===== config.mk =====
export PLATFORM = sky130hd
export DESIGN_NAME = sipo_frame_aligner
export DESIGN_NICKNAME = d
export VERILOG_FILES = /design/src/rtl/sipo_pkg.sv /design/src/rtl/sipo_bit_counter.sv /design/src/rtl/sipo_frame_aligner.sv
export SDC_FILE = /design/constraint.sdc
export NUM_CORES = 1
export LEC_CHECK = 0
export CAP_MARGIN = 20
export CELL_PAD_IN_SITES_DETAIL_PLACEMENT = 0
export CELL_PAD_IN_SITES_GLOBAL_PLACEMENT = 1
export CORE_UTILIZATION = 43
export CTS_BUF_LIST = sky130_fd_sc_hd__clkbuf_4 sky130_fd_sc_hd__clkbuf_8
export DETAILED_ROUTE_END_ITERATION = 10
export PLACE_DENSITY = 0.8
export SETUP_SLACK_MARGIN = 0.05
export SLEW_MARGIN = 20
export SYNTH_ARGS = -nofsm -noshare
export SYNTH_HDL_FRONTEND = slang
export SYNTH_HIERARCHICAL = 1
export SYNTH_SLANG_ARGS = --single-unit

===== constraint.sdc =====
create_clock -name clk -period 2.8 [get_ports clk]
set_clock_uncertainty 0.05 [all_clocks]
set_input_delay 0.28 -clock clk [delete_from_list [all_inputs] [get_ports clk]]
set_output_delay 0.28 -clock clk [all_outputs]
set_load 0.02 [all_outputs]

===== src/rtl/sipo_pkg.sv =====
// Shared definitions for the SIPO frame aligner.
//   BYTE_W         : width of the parallel window and payload bytes
//   SYNC_BYTE_DFLT : default frame delimiter pattern
//   state_t        : aligner state machine encoding
package sipo_pkg;

    localparam int unsigned       BYTE_W         = 8;
    localparam logic [BYTE_W-1:0] SYNC_BYTE_DFLT = 8'hA5;

    typedef enum logic [1:0] {
        HUNT,
        GET_LEN,
        PAYLOAD,
        CHECK_SYNC
    } state_t;

endpackage


===== src/rtl/sipo_bit_counter.sv =====
// 3-bit byte-boundary counter for the frame aligner.
// Ports:
//   clk, rst_n  : clock, asynchronous active-low reset
//   clr_i       : clear counter to 0 (takes priority over en_i)
//   en_i        : count one bit per clock
//   boundary_o  : high while enabled and the counter is at 7, i.e. the
//                 current edge completes a byte and wraps the count
module sipo_bit_counter (
    input  logic clk,
    input  logic rst_n,
    input  logic clr_i,
    input  logic en_i,
    output logic boundary_o
);

    logic [2:0] cnt_q;
    logic [2:0] cnt_d;

    always_comb begin
        cnt_d = cnt_q;
        if (clr_i) begin
            cnt_d = '0;
        end else if (en_i) begin
            cnt_d = cnt_q + 3'd1;
        end
    end

    always_ff @(posedge clk or negedge rst_n) begin
        if (!rst_n) begin
            cnt_q <= '0;
        end else begin
            cnt_q <= cnt_d;
        end
    end

    assign boundary_o = en_i && (cnt_q == 3'd7);

endmodule


===== src/rtl/sipo_frame_aligner.sv =====
// Byte aligner and frame parser behind a serial-to-parallel stage.
// Hunts for SYNC_BYTE in the sliding window, then parses SYNC, LEN, payload
// frames on 8-clock boundaries and emits payload bytes with strobes.
// Ports:
//   clk, rst_n    : clock, asynchronous active-low reset
//   p_i[7:0]      : sliding window, newest serial bit in p_i[0]
//   byte_o[7:0]   : aligned payload byte (holds when not valid)
//   byte_valid_o  : one-cycle strobe qualifying byte_o
//   sof_o, eof_o  : first / last payload byte of a frame
//   locked_o      : high in every state except HUNT
//   sync_err_o    : one-cycle pulse on each bad sync slot
module sipo_frame_aligner
    import sipo_pkg::*;
#(
    parameter logic [7:0]  SYNC_BYTE  = SYNC_BYTE_DFLT,
    parameter int unsigned MISS_LIMIT = 2
) (
    input  logic       clk,
    input  logic       rst_n,
    input  logic [7:0] p_i,
    output logic [7:0] byte_o,
    output logic       byte_valid_o,
    output logic       sof_o,
    output logic       eof_o,
    output logic       locked_o,
    output logic       sync_err_o
);

    state_t     state_q, state_d;
    logic [7:0] len_q, len_d;
    logic [2:0] miss_q, miss_d;
    logic       first_q, first_d;
    logic [7:0] byte_q, byte_d;
    logic       valid_q, valid_d;
    logic       sof_q, sof_d;
    logic       eof_q, eof_d;
    logic       err_q, err_d;

    logic       bit_clr;
    logic       bit_en;
    logic       boundary;

    assign bit_en = (state_q != HUNT);

    sipo_bit_counter u_bit_counter (
        .clk        (clk),
        .rst_n      (rst_n),
        .clr_i      (bit_clr),
        .en_i       (bit_en),
        .boundary_o (boundary)
    );

    always_comb begin
        state_d = state_q;
        len_d   = len_q;
        miss_d  = miss_q;
        first_d = first_q;
        byte_d  = byte_q;
        valid_d = 1'b0;
        sof_d   = 1'b0;
        eof_d   = 1'b0;
        err_d   = 1'b0;
        bit_clr = 1'b0;

        unique case (state_q)
            HUNT: begin
                // Window is checked every clock, so any bit alignment locks.
                if (p_i == SYNC_BYTE) begin
                    state_d = GET_LEN;
                    bit_clr = 1'b1;
                    miss_d  = '0;
                end
            end
            GET_LEN: begin
                if (boundary) begin
                    len_d = p_i;
                    if (p_i == 8'h00) begin
                        state_d = CHECK_SYNC;
                    end else begin
                        state_d = PAYLOAD;
                        first_d = 1'b1;
                    end
                end
            end
            PAYLOAD: begin
                if (boundary) begin
                    byte_d  = p_i;
                    valid_d = 1'b1;
                    sof_d   = first_q;
                    first_d = 1'b0;
                    eof_d   = (len_q == 8'd1);
                    len_d   = len_q - 8'd1;
                    if (len_q == 8'd1) begin
                        state_d = CHECK_SYNC;
                    end
                end
            end
            CHECK_SYNC: begin
                if (boundary) begin
                    if (p_i == SYNC_BYTE) begin
                        miss_d  = '0;
                        state_d = GET_LEN;
                    end else begin
                        err_d = 1'b1;
                        if (miss_q == 3'(MISS_LIMIT)) begin
                            state_d = HUNT;
                        end else begin
                            miss_d = miss_q + 3'd1;
                        end
                    end
                end
            end
            default: state_d = HUNT;
        endcase
    end

    always_ff @(posedge clk or negedge rst_n) begin
        if (!rst_n) begin
            state_q <= HUNT;
            len_q   <= '0;
            miss_q  <= '0;
            first_q <= 1'b0;
            byte_q  <= '0;
            valid_q <= 1'b0;
            sof_q   <= 1'b0;
            eof_q   <= 1'b0;
            err_q   <= 1'b0;
        end else begin
            state_q <= state_d;
            len_q   <= len_d;
            miss_q  <= miss_d;
            first_q <= first_d;
            byte_q  <= byte_d;
            valid_q <= valid_d;
            sof_q   <= sof_d;
            eof_q   <= eof_d;
            err_q   <= err_d;
        end
    end

    assign byte_o       = byte_q;
    assign byte_valid_o = valid_q;
    assign sof_o        = sof_q;
    assign eof_o        = eof_q;
    assign sync_err_o   = err_q;
    assign locked_o     = (state_q != HUNT);

endmodule

Word level (Yosys, flattened, before mapping):

Cells that the tools add are included.

* reduce and logical (&&, ||, !) cells: 12
* equality and inequality tests: 15
* mux-type cells: 34
* add/subtract/negate cells: 3

Operator list (number)
* $mux W3: 6
* $mux W8: 2
* $pmux W8 S2: 1
* $mux W1: 15
* $mux W2: 7
* $ne A2 B2 Y1 const B: 6
* $eq A8 B1 Y1 const B: 1
* $eq A8 B8 Y1 const B: 1
* $logic_not A8 Y1: 1
* $pmux W2 S4: 1
* $reduce_and A4 Y1: 2
* $reduce_bool A2 Y1: 4
* $sub A8 B1 Y8 const B: 1
* $add A3 B1 Y3 const B: 2
* $ne A3 B3 Y1 const B: 2
* $pmux W3 S2: 1
* $reduce_and A6 Y1: 1
* $eq A2 B2 Y1 const B: 2
* $eq A3 B2 Y1 const B: 1
* $eq A3 B3 Y1 const B: 1
* $reduce_and A3 Y1: 1
* $eq A2 B1 Y1 const B: 1
* $logic_not A2 Y1: 1
* $pmux W1 S2: 1
* other kinds (2): 2

* logic and storage cells: 74
* input port bits: 10
* output and inout bits: 13
* flip-flop bits (word level): 29

Logic depth before layout (Yosys ltp):

Gate-level depths: netlist of the first run.

* depth after elaboration: 5
* gate-level depth with buffers: 9
* depth with buffers taken out: 8

By module:

Netlist of the first run, hierarchy kept.

By module, submodules not included
* sipo_frame_aligner: cells an instance 148, area each 1450.1 µm², times used 1, sequential area each 650.6 µm²
* sipo_bit_counter: cells an instance 12, area each 147.6 µm², times used 1, sequential area each 75.1 µm²

Worst setup path before layout of the first run:

OpenSTA, ideal clock, no wires.

* kind: register to register
* start: register state_q[0]
* end: register byte_q[4] (netlist: byte_o[4])
* arrival: 1.989 ns
* path slack: 0.637 ns
* setup time: 0.125 ns
* stages on the path, launching flop included: 9
* cell sequence: dfrtp_1 inv_1 ha_1 inv_1 and2_2 clkbuf_2 nand2_1 clkbuf_1 mux2_2

* word-level cells in the longest chain between the ends: 3

RTL lines
* from (decl): line sipo_frame_aligner.sv:29 `state_t state_q, state_d;`
* from (signal assigned): line sipo_frame_aligner.sv:129 `state_q <= state_d;`
* $reduce_bool A2 Y1
* named net locked_o: line sipo_frame_aligner.sv:25 `output logic locked_o,`
* $logic_and A1 B1 Y1: line sipo_bit_counter.sv:36 `assign boundary_o = en_i && (cnt_q == 3'd7);`
* named net boundary: line sipo_frame_aligner.sv:41 `logic boundary;`
* $reduce_and A2 Y1 (no line)
* to (signal assigned): line sipo_frame_aligner.sv:133 `byte_q <= byte_d;`
* to (decl): line sipo_frame_aligner.sv:33 `logic [7:0] byte_q, byte_d;`

The timed path passes the listed nets, and every way through them passes these cells.
A chain may end at the register's enable or synchronous reset.

Final worst setup path of the first run:

* start: register state_q[0]
* end: register miss_q[2]

* word-level cells in the longest chain between the ends: 4

RTL lines
* $reduce_bool A2 Y1: line sipo_frame_aligner.sv:43 `assign bit_en = (state_q != HUNT);`
* $logic_and A1 B1 Y1: line sipo_bit_counter.sv:36
* named net boundary: line sipo_frame_aligner.sv:41
* $ne A2 B2 Y1 (no line)
* $reduce_and A4 Y1 (no line)
* to (signal assigned): line sipo_frame_aligner.sv:131 `miss_q <= miss_d;`
* to (decl): line sipo_frame_aligner.sv:31 `logic [2:0] miss_q, miss_d;`

The timed path passes the listed nets, and every way through them passes these cells.

==> results, run 1 <==
- The run finished with clean final reports.
- The core region is 3442 um2.
- After detailed routing, the number of vias per cell comes to 5.522.
- Of the cells placed in the final design, the portion with a size suffix greater than 1 is 0.1141.
- Buffers inserted to repair hold after CTS numbered 0.
- The sequential cell area in the final layout is 725.7 um2.
- The final count of pins violating max slew came to 0.
- The number of distinct standard cells referenced by the synthesized netlist is 44.
- The met1 track utilization from global routing is 0.2514.
- In this run the number of H-tree levels came out at 2.
- The maximum frequency from static timing analysis is 437.2 MHz.
- The critical path capture point type is a register.
- The clock passes through at most 2 buffers.
- Data arrives at the worst endpoint at 2.41 ns.
- Dividing the final minimum period by the clock period gives 0.8168.
- The tightest min-delay check is of the in2async type.
- The growth of design area from synthesis to finish is 21.53%.
- The port buffer count is 22.
- Measured against its own limit, the worst slew margin works out to 0.7335.
- The CTS root buffer is sky130_fd_sc_hd__clkbuf_8.
- Row generation in the floorplan step produced 21 rows.
- The latest clock arrival within the worst-skew pair is 0.28 ns.
- The setup TNS after final layout is 0 ns.
- The maximum vdd ir drop is 0.6621 mV.
- Of all nets on the critical path, the largest fanout is 17.
- For met3 alone, demand over resource in global routing was 0.04562.
- Timing analysis after detailed placement gives a worst setup slack of 0.5302 ns.
- The boundary pin count is 23.
- For this design the total switching power over the nets is 0.0008792 W.
- For this design the static power due to leakage is 0.8918 nW.
- The count of final hold-check violations is 0.
- Synthesis inferred 29 register bits.
- The pre-antenna-repair detailed-routing pass consisted of 4 iterations.
- The total congestion overflow is 0.
- TritonCTS created 5 clock buffers.
- Entering global routing, the biggest net connects 30 pins.
- The clock slew at the register clock pins of the worst setup and hold paths is 0.06 ns.
- The final hold slack is 0.3378 ns.
- The floorplan die area is 3963 um2.
- In this run the vertical extent of the chip is 62.96 um.
- Across every metal layer, demand over resource in global routing totals 0.1996.
- The number of cells on the worst reg-to-reg path is 8.
- The number of nets in the synthesized netlist is 180.
- The critical path in this run is classified as reg2reg.
- At the end of the flow the core is filled with cells to 0.5642.
- The final cell count without fillers is 230.
- The number of buffers added for setup after CTS is 0.
- Setup violations remaining at the end of the flow were counted as 0.
- The final worst setup slack is 0.5130 ns.
- The die is 62.96 um wide.
- The TritonCTS clock tree is done.
- The ratio of total power to cell area is 1127 nW/um2.
- The post-detailed-placement half-perimeter wirelength is 2518 um.
- After global routing, the most crowded layer is met2.
- The fraction of power spent switching nets is 0.4018.
- The actual transition at the worst max-transition pin is 0.3956 ns.
- The via count of the first global-routing pass was 1,250.
- Across the run, the number of max-cap violations was 0.
- The number of nets in the layout is 204.
- The global-route wire length before repair is 5989 um.
- In the synthesized netlist the dominant register cell turns out to be sky130_fd_sc_hd__dfrtp_1.
- After detailed routing, the total wire length is 3468 um.
- The area of combinational cells with multiple inputs is 792.0 um2.
- The source of the worst register-to-register timing path is state_q[0]$_DFFE_PN0P_.
- After detailed placement, the design holds a cell count of 223.
- The relative contribution of combinational cells to total power is 0.497.
- The yosys synthesis warning count is 6.
- 0 antenna diodes ended up in the layout.
- The first routing iteration left 67 violations.
- The setup slack on the worst flop-to-flop path is 0.51 ns.
- The post-synthesis instance area is 1598 um2.
- The startpoint type of the worst setup path is a register.
- For the finished layout, the period the worst path requires is 2.287 ns.
- Setup repair after global routing left no endpoint under its margin.
- The required time at the worst-slack endpoint is 2.92 ns.
- The internal power contribution is 0.001309 W.
- The share of total power dissipated in sequential elements is 0.342.
- The remaining antenna violation count is 0.
- The routed length per instance is 15.08 um.
- The sequential fraction of the synthesis area is 0.4542.
- The count of flip-flops with a built-in enable after synthesis is 0.
- The clock share of power is 0.161.
- The routed layout has 1,270 vias.
- The synthesized area per cell is 9.986 um2.
- After synthesis, the share of flip-flops with an asynchronous set or reset is 1.000.
- The reg-to-reg endpoint is miss_q[2]$_DFFE_PN0P_.
- The number of gates resized after CTS was 0.
- The clock net in this run drives a total of 29 sinks.
- The final estimated routing congestion in global placement is 0.7908.
- The number of antenna violations at the first check in global routing is 0.
- Counting the fill cells in the layout gives 319.
- The residual DRC count is 0.
- The gate count after technology mapping is 160.
- The initial core utilization is 0.4642.
- In the global route stage, met2 resource usage came out at 0.3226.
## critical path, stage by stage, from the launching register on
cell and delay, ns:
sky130_fd_sc_hd__dfrtp_1 0.37, sky130_fd_sc_hd__inv_1 0.09, sky130_fd_sc_hd__ha_1 0.26, sky130_fd_sc_hd__inv_1 0.20, sky130_fd_sc_hd__and2_2 0.36, sky130_fd_sc_hd__nand2_1 0.15, sky130_fd_sc_hd__nor4b_1 0.38, sky130_fd_sc_hd__o21ai_0 0.13
sky130_fd_sc_hd__a22o_1 0.19
## cell type report
cell class                      instances  area share
Multi-Input combinational cell        113      0.4079
Tap cell                               46     0.02964
Sequential cell                        29      0.3737
Clock buffer                            7     0.04639
Inverter                               11     0.02126
Timing Repair Buffer                   24      0.1211
## how the worst max path moves through the flow
| stage | start | end | cells past startpoint |
|---|---|---|---|
| 6_report | state_q[0]$_DFFE_PN0P_ | miss_q[2]$_DFFE_PN0P_ | 8 |
| 5_1_grt | state_q[0]$_DFFE_PN0P_ | miss_q[2]$_DFFE_PN0P_ | 8 |
| 4_1_cts | state_q[1]$_DFFE_PN0P_ | miss_q[2]$_DFFE_PN0P_ | 8 |
| 3_5_place_dp | state_q[0]$_DFFE_PN0P_ | miss_q[2]$_DFFE_PN0P_ | 8 |
| 3_3_place_gp | state_q[0]$_DFFE_PN0P_ | miss_q[2]$_DFFE_PN0P_ | 8 |
| 2_1_floorplan | state_q[0]$_DFFE_PN0P_ | byte_o[4]$_DFFE_PN0P_ | 8 |
## layout by cell type, fill, tap and decap left out, drive strengths merged, types with 2 or more instances in the layout
cell,synthesis,final
nor3b,2,2
o211ai,2,2
a21oi,7,7
o22ai,4,4
mux2i,4,4
ha,10,10
o21ai,12,12
nand2,11,11
buf,2,2
a21o,2,2
nor2,17,17
inv,11,11
nor4b,2,2
and2,2,2
nor3,3,3
dfrtp,29,29
mux2,6,6
a2bb2oi,2,2
clkdlybuf4s50,0,22
clkbuf,5,7
and3,4,4
a31oi,4,4
nand3,3,3
## through the flow
| step | area (um2) | power, W |
|---|---|---|
| finish | 1942 | 0.002188 |
| global route | 1942 | 0.002360 |
| CTS | 1942 | 0.002206 |
| detailed placement | 1852 | 0.001832 |
| global placement | 1852 | 0.001789 |
| floorplan | 1598 | 0.001492 |
## Yosys cell counts, drive strengths merged (2+ instances only)
| library cell | number | area [um2] |
|---|---|---|
| nand2 | 11 | 41.29 |
| buf | 2 | 18.77 |
| mux2 | 6 | 71.31 |
| nor3 | 3 | 20.02 |
| mux2i | 4 | 40.04 |
| a21oi | 7 | 35.03 |
| ha | 10 | 125.1 |
| o22ai | 4 | 25.02 |
| nor4b | 2 | 17.52 |
| nand3 | 3 | 15.01 |
| nor3b | 2 | 15.01 |
| a21o | 2 | 15.01 |
| a31oi | 4 | 25.02 |
| clkbuf | 5 | 20.01 |
| dfrtp | 29 | 725.7 |
| and2 | 2 | 13.77 |
| and3 | 4 | 26.28 |
| o21ai | 12 | 60.06 |
| inv | 11 | 41.29 |
| nor2 | 17 | 63.81 |
| a2bb2oi | 2 | 17.52 |
| o211ai | 2 | 15.01 |
## per-layer routing
layer  vias to the layer above  wire length (um)  share of wire
met2                        27              1682           0.49
met1                       617              1585           0.46
li1                        619                 -              -
met3                         7               136          0.039
met5                         -                 0              0
met4                         0                63          0.018
## sequential cells by signal, summed over array words and instances (netlist names)
name                 flops
byte_valid_o             1
state_q                  2
byte_o                   8
sync_err_o               1
first_q                  1
eof_o                    1
u_bit_counter/cnt_q      3
miss_q                   3
sof_o                    1
len_q                    8
## kinds of logic (layout without fill, tap and decap cells)
group / count (synthesis) / count (layout) / share of synthesized area
buffers and inverters: 18 / 42 / 0.05011
adder cells (fa/ha/maj): 10 / 10 / 0.07831
XOR/XNOR: 1 / 1 / 0.005483
AND/OR/NAND/NOR: 50 / 50 / 0.1684
multiplexers: 10 / 10 / 0.06969
flip-flops: 29 / 29 / 0.4542
AO/OA/AOI/OAI: 42 / 42 / 0.1738
## power by group through the flow
stage	sequential, W	combinational, W	clock [W]
4_1_cts	0.000747	0.00110	0.000362
3_5_place_dp	0.000753	0.00108	0
5_1_grt	0.000774	0.00121	0.000379
6_report	0.000747	0.00109	0.000353
3_3_place_gp	0.000742	0.00105	0
2_1_floorplan	0.000806	0.000686	0
No activity file was read; power rests on OpenSTA's default activity.
==> inputs of run 2 (changes only) <==
Settings changed: CORE_UTILIZATION 43 to 39, PLACE_DENSITY 0.8 to 0.76.
Clock period 2.8 ns to 2.1 ns, I/O delays scaled along.
==> run 2 against run 1 <==
Highest routed layer unchanged. Global-route usage fell by 1.4 points. Final cell count increased by 4.3%. Largest cell class unchanged. Sequential power is 34% higher. Wire length is 0.58% higher. Critical path type unchanged.
==> results, run 2 (synthesized netlist as in run 1, its figures left out) <==
- In this run the critical register-to-register path is captured at state_q[1]$_DFFE_PN0P_.
- The final count of pins violating max slew came to 0.
- The library cells used most frequently in the layout, excluding fill and tap cells, are sky130_fd_sc_hd__dfrtp_1 (29), sky130_fd_sc_hd__clkdlybuf4s50_1 (21), sky130_fd_sc_hd__nor2_1 (17), sky130_fd_sc_hd__o21ai_0 (12), sky130_fd_sc_hd__nand2_1 (11).
- The ratio of total power to cell area is 1497 nW/um2.
- The number of nets in the layout is 211.
- Leaving out fill and tap cells, the most frequent cell in the layout is sky130_fd_sc_hd__dfrtp_1.
- The worst setup path is captured at a register.
- The met2 global-route usage is 0.2781.
- The startpoint type of the worst setup path is a register.
- Counting along the longest clock path gives a buffer depth of 2.
- The number of cells on the worst reg-to-reg path is 6.
- The remaining antenna violation count is 0.
- At the pin with the least slew margin, the transition time is 0.4439 ns.
- Walking the worst path, the cells encountered are ha_1 > ha_1 > and2_2 > and3_1 > o221ai_2 > mux2_4.
- The via-per-instance ratio is 5.300.
- During placement, the flow inserted port buffers numbering 22.
- In this run the worst hold path is classified as in2async.
- The count of final setup violators is 0.
- The worst setup path is of the reg2reg kind.
- The global-route wire length before repair is 5878 um.
- After detailed routing, the average wire length per cell comes to 14.53 um.
- The number of levels in the clock H-tree is 2.
- Of all nets on the critical path, the largest fanout is 7.
- The die is 66.01 um tall.
- After clock tree synthesis, the clock-pin slew on the worst setup and hold paths is 0.06 ns.
- The via count of the first global-routing pass is 1,214.
- The number of clock buffers inserted by TritonCTS is 5.
- At the end of the flow the core is filled with cells to 0.5300.
- Setup repair after global routing left no endpoint under its margin.
- The first routing iteration left 70 violations.
- The share of the clock period used by the worst path after layout is 0.8907.
- 0 antenna diodes ended up in the layout.
- The source of the worst register-to-register timing path is u_bit_counter/cnt_q[0]$_DFFE_PN0P_.
- In the routed design, unresolved DRC markers number 0.
- Among cell families on the critical path, the largest total delay comes from flip-flops.
- The total vias in the final route is 1,272.
- The number of antenna violations at the first check in global routing is 0.
- The floorplan die area is 4357 um2.
- TritonCTS built the clock tree.
- The setup TNS after final layout is 0 ns.
- The first-pass iteration count of the detailed router is 4.
- CTS placed an instance of sky130_fd_sc_hd__clkbuf_8 at the clock tree root.
- Entering global routing, the biggest net connects 30 pins.
- The hold buffer count at CTS is 0.
- After layout, the minimum clock period comes to 1.871 ns.
- The total power draw is 0.003014 W.
- The die is 66.01 um wide.
- The met1 track utilization from global routing is 0.2533.
- After floorplanning, the core was divided into 22 placement rows.
- For this configuration, the core starts out at a cell density of 0.4206.
- The highest cell delay on the worst timing path is 0.39 ns.
- In the final layout, the share of cells above drive strength 1 is 0.1667.
- The final estimated routing congestion in global placement is 0.8428.
- The growth of design area from synthesis to finish is 26.00%.
- The post-detailed-placement half-perimeter wirelength is 2599 um.
- For the worst setup path, the data arrival time is 1.98 ns.
- The fill cell instance count of the final layout is 369.
- The all-layer global routing usage is 0.1858.
- The latest clock arrival within the worst-skew pair is 0.28 ns.
- The count of final hold-check violations is 0.
- The boundary pin count is 23.
- In this run the register-to-register setup slack is 0.23 ns.
- The maximum vdd ir drop is 0.7214 mV.
- In this run the standard cell core region covers 3799 um2.
- The post-cts sizing count is 0.
- The number of maximum-capacitance constraint violations is 0.
- For this block, the routed nets add up to 3488 um of wire.
- The run finished with clean final reports.
- The master of the slowest instance on the critical path is sky130_fd_sc_hd__dfrtp_1.
- The layer flagged by global routing as most heavily used is met2.
- The number of buffers added for setup after CTS is 0.
- In the global route stage, met3 resource usage came out at 0.05517.
- The cell that appears most often on the critical path is sky130_fd_sc_hd__ha_1.
- The TritonCTS sink count is 29.
- Measured against its own limit, the worst slew margin works out to 0.7040.
- Static timing analysis puts the maximum clock frequency at 534.6 MHz.
- The critical path contains buffers and inverters numbering 0 combined.
- The total overflow left after global routing is 0.
- Data on the critical path is required at its endpoint by 2.21 ns.
- For this design the static power due to leakage is 0.9369 nW.
==> run 2: cell types whose count changed in the layout (fill, tap and decap cells not counted), sizes merged <==
cell	delta
buf	+7
clkbuf	+1
clkdlybuf4s50	-1
dlymetal6s2s	+1
==> run 2: worst reg2reg max path: stages (launching register included) <==
cell and delay, ns:
sky130_fd_sc_hd__dfrtp_1 0.39, sky130_fd_sc_hd__ha_1 0.20, sky130_fd_sc_hd__ha_1 0.17, sky130_fd_sc_hd__and2_2 0.21
sky130_fd_sc_hd__and3_1 0.18, sky130_fd_sc_hd__o221ai_2 0.23, sky130_fd_sc_hd__mux2_4 0.32
==> run 2: worst max-delay path by stage <==
| stage | startpoint | to | slack (ns) | depth (start not counted) |
|---|---|---|---|---|
| 3_5_place_dp | p_i[4] | state_q[1]$_DFFE_PN0P_ | 0.18 | 5 |
| 3_3_place_gp | p_i[4] | miss_q[1]$_DFFE_PN0P_ | 0.23 | 6 |
| 5_1_grt | state_q[0]$_DFFE_PN0P_ | byte_o[7]$_DFFE_PN0P_ | 0.08 | 6 |
| 4_1_cts | state_q[1]$_DFFE_PN0P_ | locked_o | 0.07 | 5 |
| 2_1_floorplan | state_q[0]$_DFFE_PN0P_ | miss_q[2]$_DFFE_PN0P_ | 0.09 | 9 |
| 6_report | u_bit_counter/cnt_q[0]$_DFFE_PN0P_ | state_q[1]$_DFFE_PN0P_ | 0.23 | 6 |
==> run 2: metal layers <==
| metal | up-vias | wire, um |
|---|---|---|
| met5 | - | 0 |
| met4 | 0 | 51 |
| met3 | 5 | 145 |
| met2 | 22 | 1508 |
| met1 | 611 | 1782 |
| li1 | 634 | - |
==> run 2: where the power goes <==
part | switching, W | internal (W)
Clock | 0.000199 | 0.000273
Combinational | 0.000809 | 0.000733
Sequential | 0.000196 | 0.000804
Total | 0.00120 | 0.00181
==> run 2: cell type report <==
class | instances | area, um2 | share of cell area
well taps | 48 | 60.06 | 0.02983
clock buffers | 8 | 91.34 | 0.04537
repair buffers | 31 | 290.3 | 0.1442
flip-flops and latches | 29 | 725.7 | 0.3605
inverters | 11 | 41.29 | 0.02051
multi-input cells | 113 | 804.5 | 0.3996
==> run 2: through the flow <==
stage,area (um2),std cells,hold slack [ns],setup slack [ns]
detailed placement,1907,232,0.4213,0.1767
finish,2013,240,0.2617,0.2294
floorplan,1599,160,-0.1356,0.08744
CTS,1998,240,0.2694,0.07070
global route,2013,240,0.3003,0.08243
global placement,1907,232,0.4165,0.2255
==> inputs of run 3 (changes only) <==
Settings changed: CORE_UTILIZATION 39 to 25, PLACE_DENSITY 0.76 to 0.52, REMOVE_ABC_BUFFERS set to 1, SYNTH_HIERARCHICAL 1 to not set.
==> run 3 against run 2 <==
Final cell count increased by 7.5%. Largest cell class unchanged. Die area increased by 56%. Critical path type unchanged. Global-route usage decreased by 5.7 points. Sequential power about the same. Area after synthesis increased by 1.0%. Power increased by 8.2%. Clock power increased by 7.8%. Hold slack improved by 0.0081 ns. Flip-flop and latch count unchanged. Register-to-register slack about the same. Combinational power increased by 13%. First-iteration DRC count increased by 53%.
==> results, run 3 <==
- Synthesis handed over a netlist of 152 instances.
- The simple-gate share of the synthesized area is 0.1442.
- The count of final hold-check violations came to 0.
- The source of the worst register-to-register timing path is u_bit_counter.cnt_q[0]$_DFFE_PN0P_.
- The commonest non-fill, non-tap cell in the layout is sky130_fd_sc_hd__dfrtp_1.
- sky130_fd_sc_hd__dfrtp_1 is the most common cell in the netlist.
- The post-detailed-placement half-perimeter wirelength is 2775 um.
- The synthesized design contains 29 register bits.
- In this run the number of cells on the critical path is 6.
- The ratio of total power to cell area is 1585 nW/um2.
- The count of flip-flops with a built-in enable after synthesis is 0.
- The share of the clock period used by the worst path after layout is 0.8950.
- The run finished with clean final reports.
- The clock share of power is 0.156.
- The maximum number of pins on one net before global-route repair is 30.
- Among all stages on the critical path, the largest delay is contributed by sky130_fd_sc_hd__dfrtp_1.
- STA puts the critical path data required time at 2.21 ns.
- The yosys synthesis warning count is 0.
- Synthesis instantiated 42 different standard cells from the library.
- The site row count is 28.
- The latest clock arrival within the worst-skew pair is 0.28 ns.
- Of the synthesized area, sequential elements account for 0.4496.
- The critical path capture point type is a register.
- The core region is 6061 um2.
- The fraction of the mapped netlist area in adder cells is 0.08527.
- The final cell count without fillers is 258.
- Derived from the worst setup path, the maximum achievable clock frequency is 532.1 MHz.
- The share of total power dissipated in combinational logic is 0.535.
- The tool flagged a number of max-cap violations equal to 0.
- The setup slack on the worst flop-to-flop path is 0.22 ns.
- The internal power contribution is 0.001955 W.
- The synthesized-area fraction occupied by xor and xnor cells is 0.
- Setup violations remaining at the end of the flow were counted as 0.
- The reg-to-reg endpoint is state_q[1]$_DFFE_PN0P_.
- TritonCTS built the clock tree.
- Among all flip-flop cells after synthesis, the most frequent one is sky130_fd_sc_hd__dfrtp_1.
- The final estimated routing congestion in global placement is 0.8072.
- The DRC violation total after the first TritonRoute iteration is 107.
- The clock period could shrink to 1.879 ns.
- The TritonCTS sink count is 29.
- The biggest area contributor in the post-synthesis netlist is sky130_fd_sc_hd__dfrtp_1.
- The number of levels in the clock H-tree is 2.
- The analysis attributes to cell leakage a power of 0.8842 nW.
- The first-pass iteration count of the detailed router is 4.
- The final core utilization is 0.3394.
- In the final routed layout, each cell accounts on average for 14.48 um.
- Of the total power, the share spent switching nets is 0.4003.
- The clock slew at the register clock pins of the worst setup and hold paths is 0.07 ns.
- The global-route wire length before repair is 6451 um.
- For the pin with the worst max-slew slack, the measured transition is 0.5852 ns.
- Measured in cells, the most critical reg-to-reg path has a length of 6.
- The longest clock path from root to sink contains 2 buffers.
- The total instance count after detailed placement is 250.
- Clock tree synthesis inserted a total of 5 buffers.
- Timing analysis after detailed placement gives a worst setup slack of 0.1469 ns.
- Hold repair after CTS inserted 0 buffers.
- In this run the worst path has a maximum fanout of 4.
- The via count of the first global-routing pass came to 1,317.
- The final count of pins violating max slew came to 0.
- The most critical setup path has its startpoint at u_bit_counter.cnt_q[0]$_DFFE_PN0P_.
- Ranked by total cell area, the synthesized netlist is headed by sky130_fd_sc_hd__dfrtp_1 (45%), sky130_fd_sc_hd__ha_1 (8.5%), sky130_fd_sc_hd__mux2_2 (5.6%), sky130_fd_sc_hd__a21oi_1 (3.7%), sky130_fd_sc_hd__o22ai_1 (3.1%).
- The port buffer count is 22.
- After synthesis, the share of flip-flops with an asynchronous set or reset is 1.000.
- The detailed-route wire length is 3735 um.
- The growth of design area from synthesis to finish is 27.44%.
- Traced cell by cell, the critical path runs through ha_1 > ha_1 > nor2b_2 > and4_1 > o221ai_2 > mux2_4.
- The number of antenna violations at the first check in global routing came to 0.
- The worst min-delay path category is in2async.
- The synthesized area per cell is 10.62 um2.
- The critical path buffer and inverter count is 0.
- Across all layers, the routed design uses 1,279 vias.
- The analysis attributes to net switching a power of 0.001305 W.
- The most frequent cell on the critical path is sky130_fd_sc_hd__ha_1.
- CTS placed an instance of sky130_fd_sc_hd__clkbuf_8 at the clock tree root.
- The floorplan die height is 82.35 um.
- The arrival time at the worst endpoint is 1.99 ns.
- The highest cell delay on the worst timing path is 0.39 ns.
- The detail route stage leaves a number of antenna-violating nets equal to 0.
- The type of the setup path with the least slack is reg2reg.
- Measured against the total synthesized area, the mux share comes to 0.08992.
- The maximum vdd ir drop is 0.5849 mV.
- The area fraction in compound gates after synthesis is 0.1868.
- 23 I/O pins were placed.
- Across all setup checks in the final design, the least slack found is 0.2205 ns.
- In the routed layout, each cell is associated on average with a via count of 4.957.
- The area share of the largest cell type after synthesis is 0.4496.
- The all-layer global routing usage is 0.1290.
- Of the total power, registers draw 0.309.
- The repair_antennas step left the layout with diodes totalling 0.
- After synthesis, the largest family of logic cells by area is compound AO/OA/AOI/OAI gates.
- The initial core utilization is 0.2663.
- The worst setup path is launched from a register.
- By count the netlist is led by sky130_fd_sc_hd__dfrtp_1 (29), sky130_fd_sc_hd__a21oi_1 (12), sky130_fd_sc_hd__ha_1 (11).
- The post-synthesis instance area is 1614 um2.
- Measured along the x axis, the die boundary spans 82.35 um.
- The gate family responsible for the most delay along the worst path is adder cells.
- Following the worst setup path forward leads to its endpoint at state_q[1]$_DFFE_PN0P_.
- In the final layout, the share of cells above drive strength 1 is 0.1858.
- At the end of the flow, the number of nets in the layout was 203.
- The top cell types in the final layout, fill and taps aside, are sky130_fd_sc_hd__dfrtp_1 (29), sky130_fd_sc_hd__clkdlybuf4s50_1 (21), sky130_fd_sc_hd__a21oi_1 (12), sky130_fd_sc_hd__ha_1 (11), sky130_fd_sc_hd__inv_1 (10).
- Setup repair after global routing left no endpoint under its margin.
- The floorplan die area is 6782 um2.
- The worst-case headroom to the max-slew limit is 0.6069.
- For this run, design rule violations remaining after detail routing come to 0.
- The total overflow left after global routing is 0.
-- run 3: cell type report --
type,instances,area [um2]
Fill cell,625,4004
Multi-Input combinational cell,106,819.5
Sequential cell,29,725.7
Timing Repair Buffer,30,279.0
Clock buffer,7,96.34
Tap cell,75,93.84
Inverter,10,37.54
Clock inverter,1,5.005
-- run 3: logic make-up after synthesis --
group | Yosys count
AOI/OAI and AO/OA | 43
and+or+nand+nor | 39
DFF | 29
buffers and inverters | 17
muxes | 13
adders and majority gates | 11
-- run 3: power by group through the flow --
stage	Clock, W	Sequential [W]	Combinational (W)
2_1_floorplan	0	0.00108	0.00113
3_3_place_gp	0	0.00101	0.00174
3_5_place_dp	0	0.00102	0.00175
4_1_cts	0.000526	0.00101	0.00176
5_1_grt	0.000546	0.00105	0.00195
6_report	0.000510	0.00101	0.00174
-- run 3: worst min path at each step --
| stage | cells past startpoint | from | slack, ns | endpoint |
|---|---|---|---|---|
| 2_1_floorplan | 0 | rst_n | -0.14 | byte_o[0]$_DFFE_PN0P_ |
| 3_3_place_gp | 1 | u_bit_counter.cnt_q[0]$_DFFE_PN0P_ | 0.44 | u_bit_counter.cnt_q[0]$_DFFE_PN0P_ |
| 3_5_place_dp | 1 | byte_o[1]$_DFFE_PN0P_ | 0.45 | byte_o[1]$_DFFE_PN0P_ |
| 4_1_cts | 2 | rst_n | 0.28 | byte_valid_o$_DFF_PN0_ |
| 5_1_grt | 2 | rst_n | 0.32 | byte_valid_o$_DFF_PN0_ |
| 6_report | 2 | rst_n | 0.27 | byte_valid_o$_DFF_PN0_ |
-- run 3: per-layer routing --
metal	vias up	wire [um]	GRT usage
li1	618	-	-
met1	622	1775	0.1673
met2	32	1675	0.1983
met3	7	191	0.03407
met4	0	93	0.06140
met5	-	0	0
-- run 3: worst register-to-register path, cell delays in order, from the launching register on --
cell and delay (ns):
sky130_fd_sc_hd__dfrtp_1 0.39, sky130_fd_sc_hd__ha_1 0.20, sky130_fd_sc_hd__ha_1 0.21, sky130_fd_sc_hd__nor2b_2 0.18, sky130_fd_sc_hd__and4_1 0.19, sky130_fd_sc_hd__o221ai_2 0.22
sky130_fd_sc_hd__mux2_4 0.32
-- run 3: repair_timing --
action / 4_1_cts / 5_1_grt
buffers inserted: 0 / 0
gates resized for setup: 1 / 1
setup endpoints to repair: 1 / 1
-- run 3: per-stage QoR --
stage | total power, W | TNS (ns) | hold slack [ns] | instance area, um2
4_1_cts | 0.003295 | 0 | 0.2762 | 2054
6_report | 0.003261 | 0 | 0.2699 | 2057
5_1_grt | 0.003541 | 0 | 0.3212 | 2057
3_5_place_dp | 0.002770 | 0 | 0.4485 | 1954
3_3_place_gp | 0.002748 | 0 | 0.4375 | 1954
2_1_floorplan | 0.002216 | -1.613 | -0.1356 | 1580
